## config.mk

```make
export PLATFORM = sky130hd
export DESIGN_NAME = mul_writeback_unit_flat
export DESIGN_NICKNAME = d
export VERILOG_FILES = /design/src/rtl/mul_writeback_unit_if.sv /design/src/rtl/mul_writeback_unit.sv /design/src/flat_wrapper.sv
export SDC_FILE = /design/constraint.sdc
export NUM_CORES = 1
export LEC_CHECK = 0
export BUFFER_PORTS_ARGS = -buffer_cell sky130_fd_sc_hd__buf_2
export CORE_MARGIN = 3
export CORE_UTILIZATION = 40
export CTS_CLUSTER_SIZE = 20
export DETAILED_ROUTE_END_ITERATION = 10
export PLACE_DENSITY = 0.61
export SYNTH_ARGS = -nofsm -noshare
export SYNTH_HDL_FRONTEND = slang
export SYNTH_SLANG_ARGS = --single-unit
```

## constraint.sdc

```tcl
create_clock -name clk -period 3.62 [get_ports clk]
set_clock_uncertainty 0.05 [all_clocks]
set_input_delay 0.362 -clock clk [delete_from_list [all_inputs] [get_ports clk]]
set_output_delay 0.362 -clock clk [all_outputs]
set_load 0.005 [all_outputs]
```

## src/rtl/mul_writeback_unit_if.sv

```systemverilog
`default_nettype none
// ============================================================================
//  Module   : mul_writeback_unit_if
//  Purpose  : Bundles the issue-side request and the register-file writeback
//             port of the shift-add multiplier.
//  Ports    : master - pipeline side (drives start/operands, sees results)
//             slave  - multiplier side (consumes request, drives writeback)
//             start, is_signed, flush, A_in, B_in, DA_in : request
//             busy, RW_out, MD_out, DA_out, D_out, err   : writeback / stall
//  Revision : 1.0 - initial release
// ============================================================================
interface mul_writeback_unit_if #(
    parameter int WIDTH  = 32,
    parameter int ADDR_W = 5
);
    logic                 start;
    logic                 is_signed;
    logic                 flush;
    logic [WIDTH-1:0]     A_in;
    logic [WIDTH-1:0]     B_in;
    logic [ADDR_W-1:0]    DA_in;
    logic                 busy;
    logic                 RW_out;
    logic [1:0]           MD_out;
    logic [ADDR_W-1:0]    DA_out;
    logic [2*WIDTH-1:0]   D_out;
    logic                 err;

    modport master (
        output start, is_signed, flush, A_in, B_in, DA_in,
        input  busy, RW_out, MD_out, DA_out, D_out, err
    );

    modport slave (
        input  start, is_signed, flush, A_in, B_in, DA_in,
        output busy, RW_out, MD_out, DA_out, D_out, err
    );
endinterface
`default_nettype wire

```

## src/rtl/mul_writeback_unit.sv

```systemverilog
`default_nettype none
// ============================================================================
//  Module   : mul_writeback_unit
//  Purpose  : Multi-cycle WIDTHxWIDTH shift-add multiplier that produces one
//             register-pair writeback beat (DA = low word, DA+1 = high word).
//  Ports    : clk    - system clock, rising edge
//             rst    - synchronous active-high reset
//             wb_if  - slave modport: request in, stall + writeback out
//  Timing   : accept at edge T, RUN on edges T+1..T+32, sign fix-up at T+33,
//             write beat visible for one cycle after T+33, idle after T+34.
//  Revision : 1.0 - initial release
// ============================================================================
module mul_writeback_unit #(
    parameter int WIDTH  = 32,
    parameter int ADDR_W = 5
) (
    input  logic                  clk,
    input  logic                  rst,
    mul_writeback_unit_if.slave   wb_if
);

    localparam int PW    = 2 * WIDTH;
    localparam int CNT_W = $clog2(WIDTH);

    localparam logic [CNT_W-1:0] LAST_ITER = CNT_W'(WIDTH - 1);
    localparam logic [1:0]       MD_PAIR   = 2'b11;
    localparam logic [1:0]       MD_SINGLE = 2'b00;

    typedef enum logic [1:0] {
        S_IDLE  = 2'd0,
        S_RUN   = 2'd1,
        S_FIXUP = 2'd2,
        S_WRITE = 2'd3
    } state_t;

    state_t              state_q;
    logic [CNT_W-1:0]    cnt_q;
    logic [PW-1:0]       mcand_q;
    logic [WIDTH-1:0]    mplier_q;
    logic [PW-1:0]       prod_q;
    logic                neg_q;
    logic [ADDR_W-1:0]   da_q;

    logic                busy_q;
    logic                rw_q;
    logic [1:0]          md_q;
    logic [ADDR_W-1:0]   da_out_q;
    logic [PW-1:0]       d_out_q;
    logic                err_q;

    // Magnitudes and result sign computed from the live request so they can
    // be captured in the accept cycle. The most negative value negates to
    // itself, which is the correct unsigned magnitude.
    logic [WIDTH-1:0]    a_abs_d;
    logic [WIDTH-1:0]    b_abs_d;
    logic                neg_d;
    logic [PW-1:0]       prod_add_d;
    logic [PW-1:0]       prod_fix_d;
    logic                wrap_d;

    always_comb begin
        a_abs_d = wb_if.A_in;
        b_abs_d = wb_if.B_in;
        neg_d   = 1'b0;
        if (wb_if.is_signed) begin
            if (wb_if.A_in[WIDTH-1]) a_abs_d = -wb_if.A_in;
            if (wb_if.B_in[WIDTH-1]) b_abs_d = -wb_if.B_in;
            neg_d = wb_if.A_in[WIDTH-1] ^ wb_if.B_in[WIDTH-1];
        end
    end

    always_comb begin
        prod_add_d = mplier_q[0] ? (prod_q + mcand_q) : prod_q;
        prod_fix_d = neg_q ? -prod_q : prod_q;
        // A pair write at the top register would wrap into R0.
        wrap_d     = &da_q;
    end

    always_ff @(posedge clk) begin
        if (rst) begin
            state_q  <= S_IDLE;
            cnt_q    <= '0;
            mcand_q  <= '0;
            mplier_q <= '0;
            prod_q   <= '0;
            neg_q    <= 1'b0;
            da_q     <= '0;
            busy_q   <= 1'b0;
            rw_q     <= 1'b0;
            md_q     <= MD_SINGLE;
            da_out_q <= '0;
            d_out_q  <= '0;
            err_q    <= 1'b0;
        end else begin
            case (state_q)
                S_IDLE: begin
                    // flush outranks start: nothing is accepted that cycle.
                    if (wb_if.start && !wb_if.flush) begin
                        da_q     <= wb_if.DA_in;
                        neg_q    <= neg_d;
                        mcand_q  <= {{WIDTH{1'b0}}, a_abs_d};
                        mplier_q <= b_abs_d;
                        prod_q   <= '0;
                        cnt_q    <= '0;
                        busy_q   <= 1'b1;
                        state_q  <= S_RUN;
                    end
                end

                S_RUN: begin
                    if (wb_if.flush) begin
                        busy_q  <= 1'b0;
                        state_q <= S_IDLE;
                    end else begin
                        prod_q   <= prod_add_d;
                        mcand_q  <= mcand_q << 1;
                        mplier_q <= mplier_q >> 1;
                        cnt_q    <= cnt_q + CNT_W'(1);
                        if (cnt_q == LAST_ITER) begin
                            state_q <= S_FIXUP;
                        end
                    end
                end

                S_FIXUP: begin
                    if (wb_if.flush) begin
                        busy_q  <= 1'b0;
                        state_q <= S_IDLE;
                    end else begin
                        // Result registers load directly from the fix-up so
                        // the beat is visible in the WRITE cycle.
                        prod_q   <= prod_fix_d;
                        d_out_q  <= prod_fix_d;
                        da_out_q <= da_q;
                        rw_q     <= 1'b1;
                        md_q     <= wrap_d ? MD_SINGLE : MD_PAIR;
                        err_q    <= wrap_d;
                        state_q  <= S_WRITE;
                    end
                end

                S_WRITE: begin
                    // start is ignored here; a held start is taken from IDLE.
                    rw_q    <= 1'b0;
                    err_q   <= 1'b0;
                    busy_q  <= 1'b0;
                    state_q <= S_IDLE;
                end

                default: begin
                    rw_q    <= 1'b0;
                    err_q   <= 1'b0;
                    busy_q  <= 1'b0;
                    state_q <= S_IDLE;
                end
            endcase
        end
    end

    assign wb_if.busy   = busy_q;
    assign wb_if.RW_out = rw_q;
    assign wb_if.MD_out = md_q;
    assign wb_if.DA_out = da_out_q;
    assign wb_if.D_out  = d_out_q;
    assign wb_if.err    = err_q;

endmodule
`default_nettype wire
```

## src/flat_wrapper.sv

```systemverilog
// flat-port wrapper written by rule: the top's interface ports become plain ports
module mul_writeback_unit_flat 
#(
    parameter int WIDTH  = 32,
    parameter int ADDR_W = 5
)
  (clk, rst, wb_if_start, wb_if_is_signed, wb_if_flush, wb_if_A_in, wb_if_B_in, wb_if_DA_in, wb_if_busy, wb_if_RW_out, wb_if_MD_out, wb_if_DA_out, wb_if_D_out, wb_if_err);
  mul_writeback_unit_if #(.WIDTH(WIDTH), .ADDR_W(ADDR_W)) wb_if_i ();
  input  logic clk;
  input  logic rst;
  input wire logic [$bits(wb_if_i.start)-1:0] wb_if_start;
  input wire logic [$bits(wb_if_i.is_signed)-1:0] wb_if_is_signed;
  input wire logic [$bits(wb_if_i.flush)-1:0] wb_if_flush;
  input wire logic [$bits(wb_if_i.A_in)-1:0] wb_if_A_in;
  input wire logic [$bits(wb_if_i.B_in)-1:0] wb_if_B_in;
  input wire logic [$bits(wb_if_i.DA_in)-1:0] wb_if_DA_in;
  output wire logic [$bits(wb_if_i.busy)-1:0] wb_if_busy;
  output wire logic [$bits(wb_if_i.RW_out)-1:0] wb_if_RW_out;
  output wire logic [$bits(wb_if_i.MD_out)-1:0] wb_if_MD_out;
  output wire logic [$bits(wb_if_i.DA_out)-1:0] wb_if_DA_out;
  output wire logic [$bits(wb_if_i.D_out)-1:0] wb_if_D_out;
  output wire logic [$bits(wb_if_i.err)-1:0] wb_if_err;
  assign wb_if_i.start = wb_if_start;
  assign wb_if_i.is_signed = wb_if_is_signed;
  assign wb_if_i.flush = wb_if_flush;
  assign wb_if_i.A_in = wb_if_A_in;
  assign wb_if_i.B_in = wb_if_B_in;
  assign wb_if_i.DA_in = wb_if_DA_in;
  assign wb_if_busy = wb_if_i.busy;
  assign wb_if_RW_out = wb_if_i.RW_out;
  assign wb_if_MD_out = wb_if_i.MD_out;
  assign wb_if_DA_out = wb_if_i.DA_out;
  assign wb_if_D_out = wb_if_i.D_out;
  assign wb_if_err = wb_if_i.err;
  mul_writeback_unit #(.WIDTH(WIDTH), .ADDR_W(ADDR_W)) u_core (.clk(clk), .rst(rst), .wb_if(wb_if_i));
endmodule
```

* After elaboration in Yosys (flattened, before gate mapping)
Cells that the tools add are included.
** Cells by class
- Bitwise logic cells :: 2
- $add $sub $neg :: 5
- Muxes and demuxes :: 33
- Reductions and logical operators :: 15
- Equality and inequality tests :: 10
** Operators with widths (count)
- 64-bit 2-to-1 mux :: 7
- 32-bit 2-to-1 mux :: 6
- 64-bit one-hot mux with 3 select lines :: 1
- 64-bit one-hot mux with 2 select lines :: 1
- 64-bit adder :: 1
- 32-bit negator :: 2
- 64-bit negator :: 1
- 32-bit one-hot mux with 2 select lines :: 1
- 2-bit 2-to-1 mux :: 5
- 5-bit 2-to-1 mux :: 2
- 5-bit one-hot mux with 2 select lines :: 1
- 2-bit AND reduction :: 5
- 5-bit AND reduction :: 2
- 2-bit one-hot mux with 4 select lines :: 1
- 2-bit by 1-bit != test with 1-bit output (second input constant) :: 3
- 5-bit by 1-bit adder with 5-bit output (second input constant) :: 1
- 5-bit == test (second input constant) :: 1
- 1-bit 2-to-1 mux :: 5
- 2-bit == test (second input constant) :: 2
- 2-bit != test (second input constant) :: 2
- 1-bit one-hot mux with 2 select lines :: 2
- 2-bit nonzero test :: 2
- 3-bit by 2-bit != test with 1-bit output (second input constant) :: 1
- 1-bit one-hot mux with 3 select lines :: 1
- 9 further kinds :: 9
** Word-level totals
- Word-level logic and storage cells :: 78
- Flip-flop bits (word level) :: 247

* Logic depth before layout (Yosys ltp)
- Word-level depth :: 5
- Mapped depth :: 13
- Gate-level depth less buffers :: 12

* Least setup slack after synthesis
Ideal clock, no wire load.
- Kind :: reg2reg
- Start point :: reg u_core.prod_q[0]
- End point :: reg u_core.prod_q[44]
- Data arrival time :: 3119 ps
- Cell stages (with the launch flop) :: 13
- Period minus slack after synthesis :: 3296 ps
- Setup time :: 127 ps
- Buffers on the path :: 0
- Slack :: 324 ps
- Path through :: dfxtp_1 ha_1 inv_1 fa_1 nand2b_1 a21o_1 a21o_1 o31ai_1 a21oi_1 a2111oi_2 o21ai_0 and3_1 or3_1
** Between the ends
- Longest elaborated chain between the ends :: 4
- Elaborated cells between the ends (all ways) :: 7
** RTL lines
- from (decl) :: line mul_writeback_unit.sv:40 : logic [PW-1:0] prod_q;
- from (signal assigned) :: line mul_writeback_unit.sv:115 : prod_q <= prod_add_d;
- from (signal assigned) :: line mul_writeback_unit.sv:132 : prod_q <= prod_fix_d;
- 64-bit negator or 64-bit adder (tied branches) :: line mul_writeback_unit.sv:74, mul_writeback_unit.sv:73
- 64-bit 2-to-1 mux (on tied branches) :: line mul_writeback_unit.sv:74, mul_writeback_unit.sv:73
- 64-bit 2-to-1 mux (on tied branches) :: line mul_writeback_unit.sv:126, mul_writeback_unit.sv:111
- 64-bit one-hot mux with 3 select lines * :: line mul_writeback_unit.sv:95 : case (state_q)
Mark *: on every way between the ends. The rest lies on a longest branch, timed or not. The select of a mux whose other input is x is not followed.
A chain may end at the register's enable or synchronous reset.

* Final worst setup path
- Start point :: reg u_core.prod_q[3]
- End point :: reg u_core.prod_q[57]
The elaborated chain is that of the path after synthesis.

==> impl_metrics.py <==
metrics = {
    "run_status": {
        "status": "finished, final reports clean",
    },
    "yosys": {
        "synth-edff-count": 0,
        "syn_nets": 2480,
        "synth_cell_type_count": 73,
        "synth_area_per_cell_um2": 7.19,
        "synth-seq-cells": 246,
        "yosysMostFrequentCell": "nand2_1",
        "yosysTopAreaCellShare_pct": 29.3,
        "synth_ff_type": "dfxtp_1",
        "synth_area_leaders": "dfxtp_1 29%, nand2_1 8.5%, a21oi_1 7.9%",
        "async_reset_ff_share_pct": 0,
        "synthesis.area_um2": 16800,
        "ys_seq_area_share_pct": 29.3,
        "synth_top_cell_by_area": "dfxtp_1",
        "synth_top_cells_by_count": "380 x nand2_1, 265 x a21oi_1, 246 x dfxtp_1, 222 x nor2_1, 157 x o21ai_0",
        "syn_inst": 2333,
        "ys_warn_count": 0,
    },
    "worst_setup_path": {
        "cp_max_fo": 5,
        "critPathKind": "reg -> reg",
        "crit_family": "compound AO/OA/AOI/OAI gates",
        "cp-start-kind": "register",
        "end_kind": "register",
        "path_buf_inv": 0,
        "slowest_stage": "a2111oi_1",
        "path_cells": "ha_1, and2_1, a221oi_1, a21oi_1, a211o_1, a211oi_2, o31ai_1, a2111oi_1, a41o_1, o22ai_1",
        "arrival_ps": 3770,
        "max_stage_delay_ps": 450,
        "cp.required_ps": 4000,
    },
    "grt": {
        "grtUsageTotal_pct": 24.0,
        "grt_pass1_vias": 15768,
        "grt-ovfl-total": 0,
        "grt_pass1_wl_um": 87300,
        "grt_max_degree": 140,
        "antenna_found_initial": 2,
    },
    "clock_network": {
        "cts_num_sinks": 246,
        "clk_path_buf_depth": 3,
        "cts_buffers": 31,
        "clk_pin_slew_ps": 60,
        "cts_root_buf": "clkbuf_16",
        "insertion_delay_ps": 580,
        "cts_tree": "done",
        "ctsHtreeMaxLevel": 1,
    },
    "timing": {
        "worstMarginPinSlew_ps": 1070,
        "fmax_mhz": 296,
        "maxSlewViolCount": 0,
        "relSlewSlack_pct": 28.9,
        "fin_tns_setup_ps": 0,
        "rsz0062_at_grt": "false",
        "finalCriticalPeriod_ps": 3380,
        "fin_crit_sh_pct": 93.5,
        "finalHoldViolations": 0,
        "finalSetupViolations": 0,
    },
    "layout": {
        "nNetsFinal": 2571,
        "area_growth_pct": 15.3,
        "drive_above_1_share_pct": 12.3,
        "fin_util_pct": 47.1,
    },
    "worst_hold_path": {
        "hold_path_class": "in -> reg",
    },
    "placed_design": {
        "port_buffers": 147,
        "dpl.hpwl_um": 41100,
        "place_congestion": 0.935,
    },
    "power": {
        "power_leakage_nw": 7.61,
        "vdd_ir_drop_max_mv": 0.305,
        "power_density_nw_per_um2": 357,
    },
    "route": {
        "wl_um": 55500,
        "vias": 17293,
        "wl_per_cell_um": 18.6,
        "ant_nets": 0,
        "firstDrtPassIters": 5,
        "vias_per_cell": 5.80,
        "remaining_drc_errors": 0,
        "drtIter0Drc": 1432,
    },
    "floorplan": {
        "die_area_um2": 44400,
        "row_count": 74,
        "io_pins": 148,
        "initial_core_util_pct": 40.8,
        "fp.dieH_um": 211,
        "die-width_um": 211,
        "coreArea_um2": 41100,
    },
    "run": {
        "drv_cap": 0,
    },
}
[worst reg2reg max path, cell delays in order, from the launching register on]
cell and delay, ps:
dfxtp_1 430, ha_1 310, and2_1 190, a221oi_1 410, a21oi_1 210, a211o_1 360
a211oi_2 340, o31ai_1 260, a2111oi_1 450, a41o_1 150, o22ai_1 80
[cells by family (layout without fill, tap and decap cells)]
kind of cell    Yosys count  count (layout)  synth area share, %
other cells               0               3                    0
flops                   246             246                 29.3
fa+ha+maj                73              73                 5.49
buf+inv                 205             320                 4.61
compound gates          730             730                 27.1
simple gates            905             905                 24.3
xor+xnor                161             161                 8.40
mux                      13              13                0.775
[power by group]
| part | switching [W] | internal [W] |
|---|---|---|
| sequential | 0.0000618 | 0.00277 |
| combinational | 0.000565 | 0.000272 |
| clock | 0.00129 | 0.00194 |
| total | 0.00192 | 0.00499 |
[final timing paths]
kind	from	endpoint	slack, ps	cells after the start
max reg2reg	u_core.prod_q[3]	u_core.prod_q[57]	240	10
min reg2reg	u_core.mplier_q[23]	u_core.mplier_q[23]	400	2
max	u_core.prod_q[3]	u_core.prod_q[57]	240	10
min	wb_if_B_in[31]	u_core.mplier_q[31]	50	3
[sequential cells by signal, summed over array words and instances (netlist names), 2 cells and up]
register and count:
u_core.cnt_q 5, u_core.state_q 2, u_core.da_q 5, u_core.prod_q 64
u_core.mcand_q 64, u_core.wb_if.DA_out 5, u_core.wb_if.D_out 64, u_core.mplier_q 32
[through the flow]
| step | hold WS, ps | instances | worst slack [ps] | total power (W) | instance area, um^2 |
|---|---|---|---|---|---|
| final | 53.6 | 2983 | 237 | 0.00691 | 19400 |
| after global routing | 46.9 | 2981 | 7.06 | 0.00717 | 19300 |
| after CTS | 21.2 | 2979 | 93.7 | 0.00696 | 19300 |
| after detailed placement | 395 | 2917 | 127 | 0.00372 | 18200 |
| after global placement | 390 | 2917 | 161 | 0.00370 | 18200 |
| after floorplan | 381 | 2333 | 324 | 0.00344 | 16800 |
[layout make-up]
type	instances	area, um^2
diodes	3	7.51
clock inverters	19	226
repair buffers	225	1400
flip-flops and latches	246	4930
fillers	4186	21800
inverters	38	143
clock buffers	38	842
well taps	532	666
multi-input cells	1882	11100
[what timing repair did]
action,4_1_cts,5_1_grt
setup endpoints to repair,0,12
hold endpoints to repair,5,0
hold buffers,5,0
buffers inserted,0,1
gates resized for setup,0,6
[metal layers]
layer	global-route usage (%)	share of wire [%]	vias to the layer above	wire (um)
met2	35.7	41	578	23000
met5	0	0	-	0
li1	-	-	8555	-
met4	6.24	2.5	0	1370
met1	35.7	48	8081	26600
met3	4.68	8.1	79	4500
[cells in the final DEF, fill, tap and decap left out, types with 38 or more instances in the layout]
cell,instances
a211oi_1,67
a21oi_1,264
buf_2,146
buf_4,68
dfxtp_1,245
ha_1,71
inv_1,38
nand2_1,380
nand3_1,70
nor2_1,220
nor3_1,68
o21ai_0,157
xnor2_1,68
xor2_1,93
No activity file was read; power rests on OpenSTA's default activity.
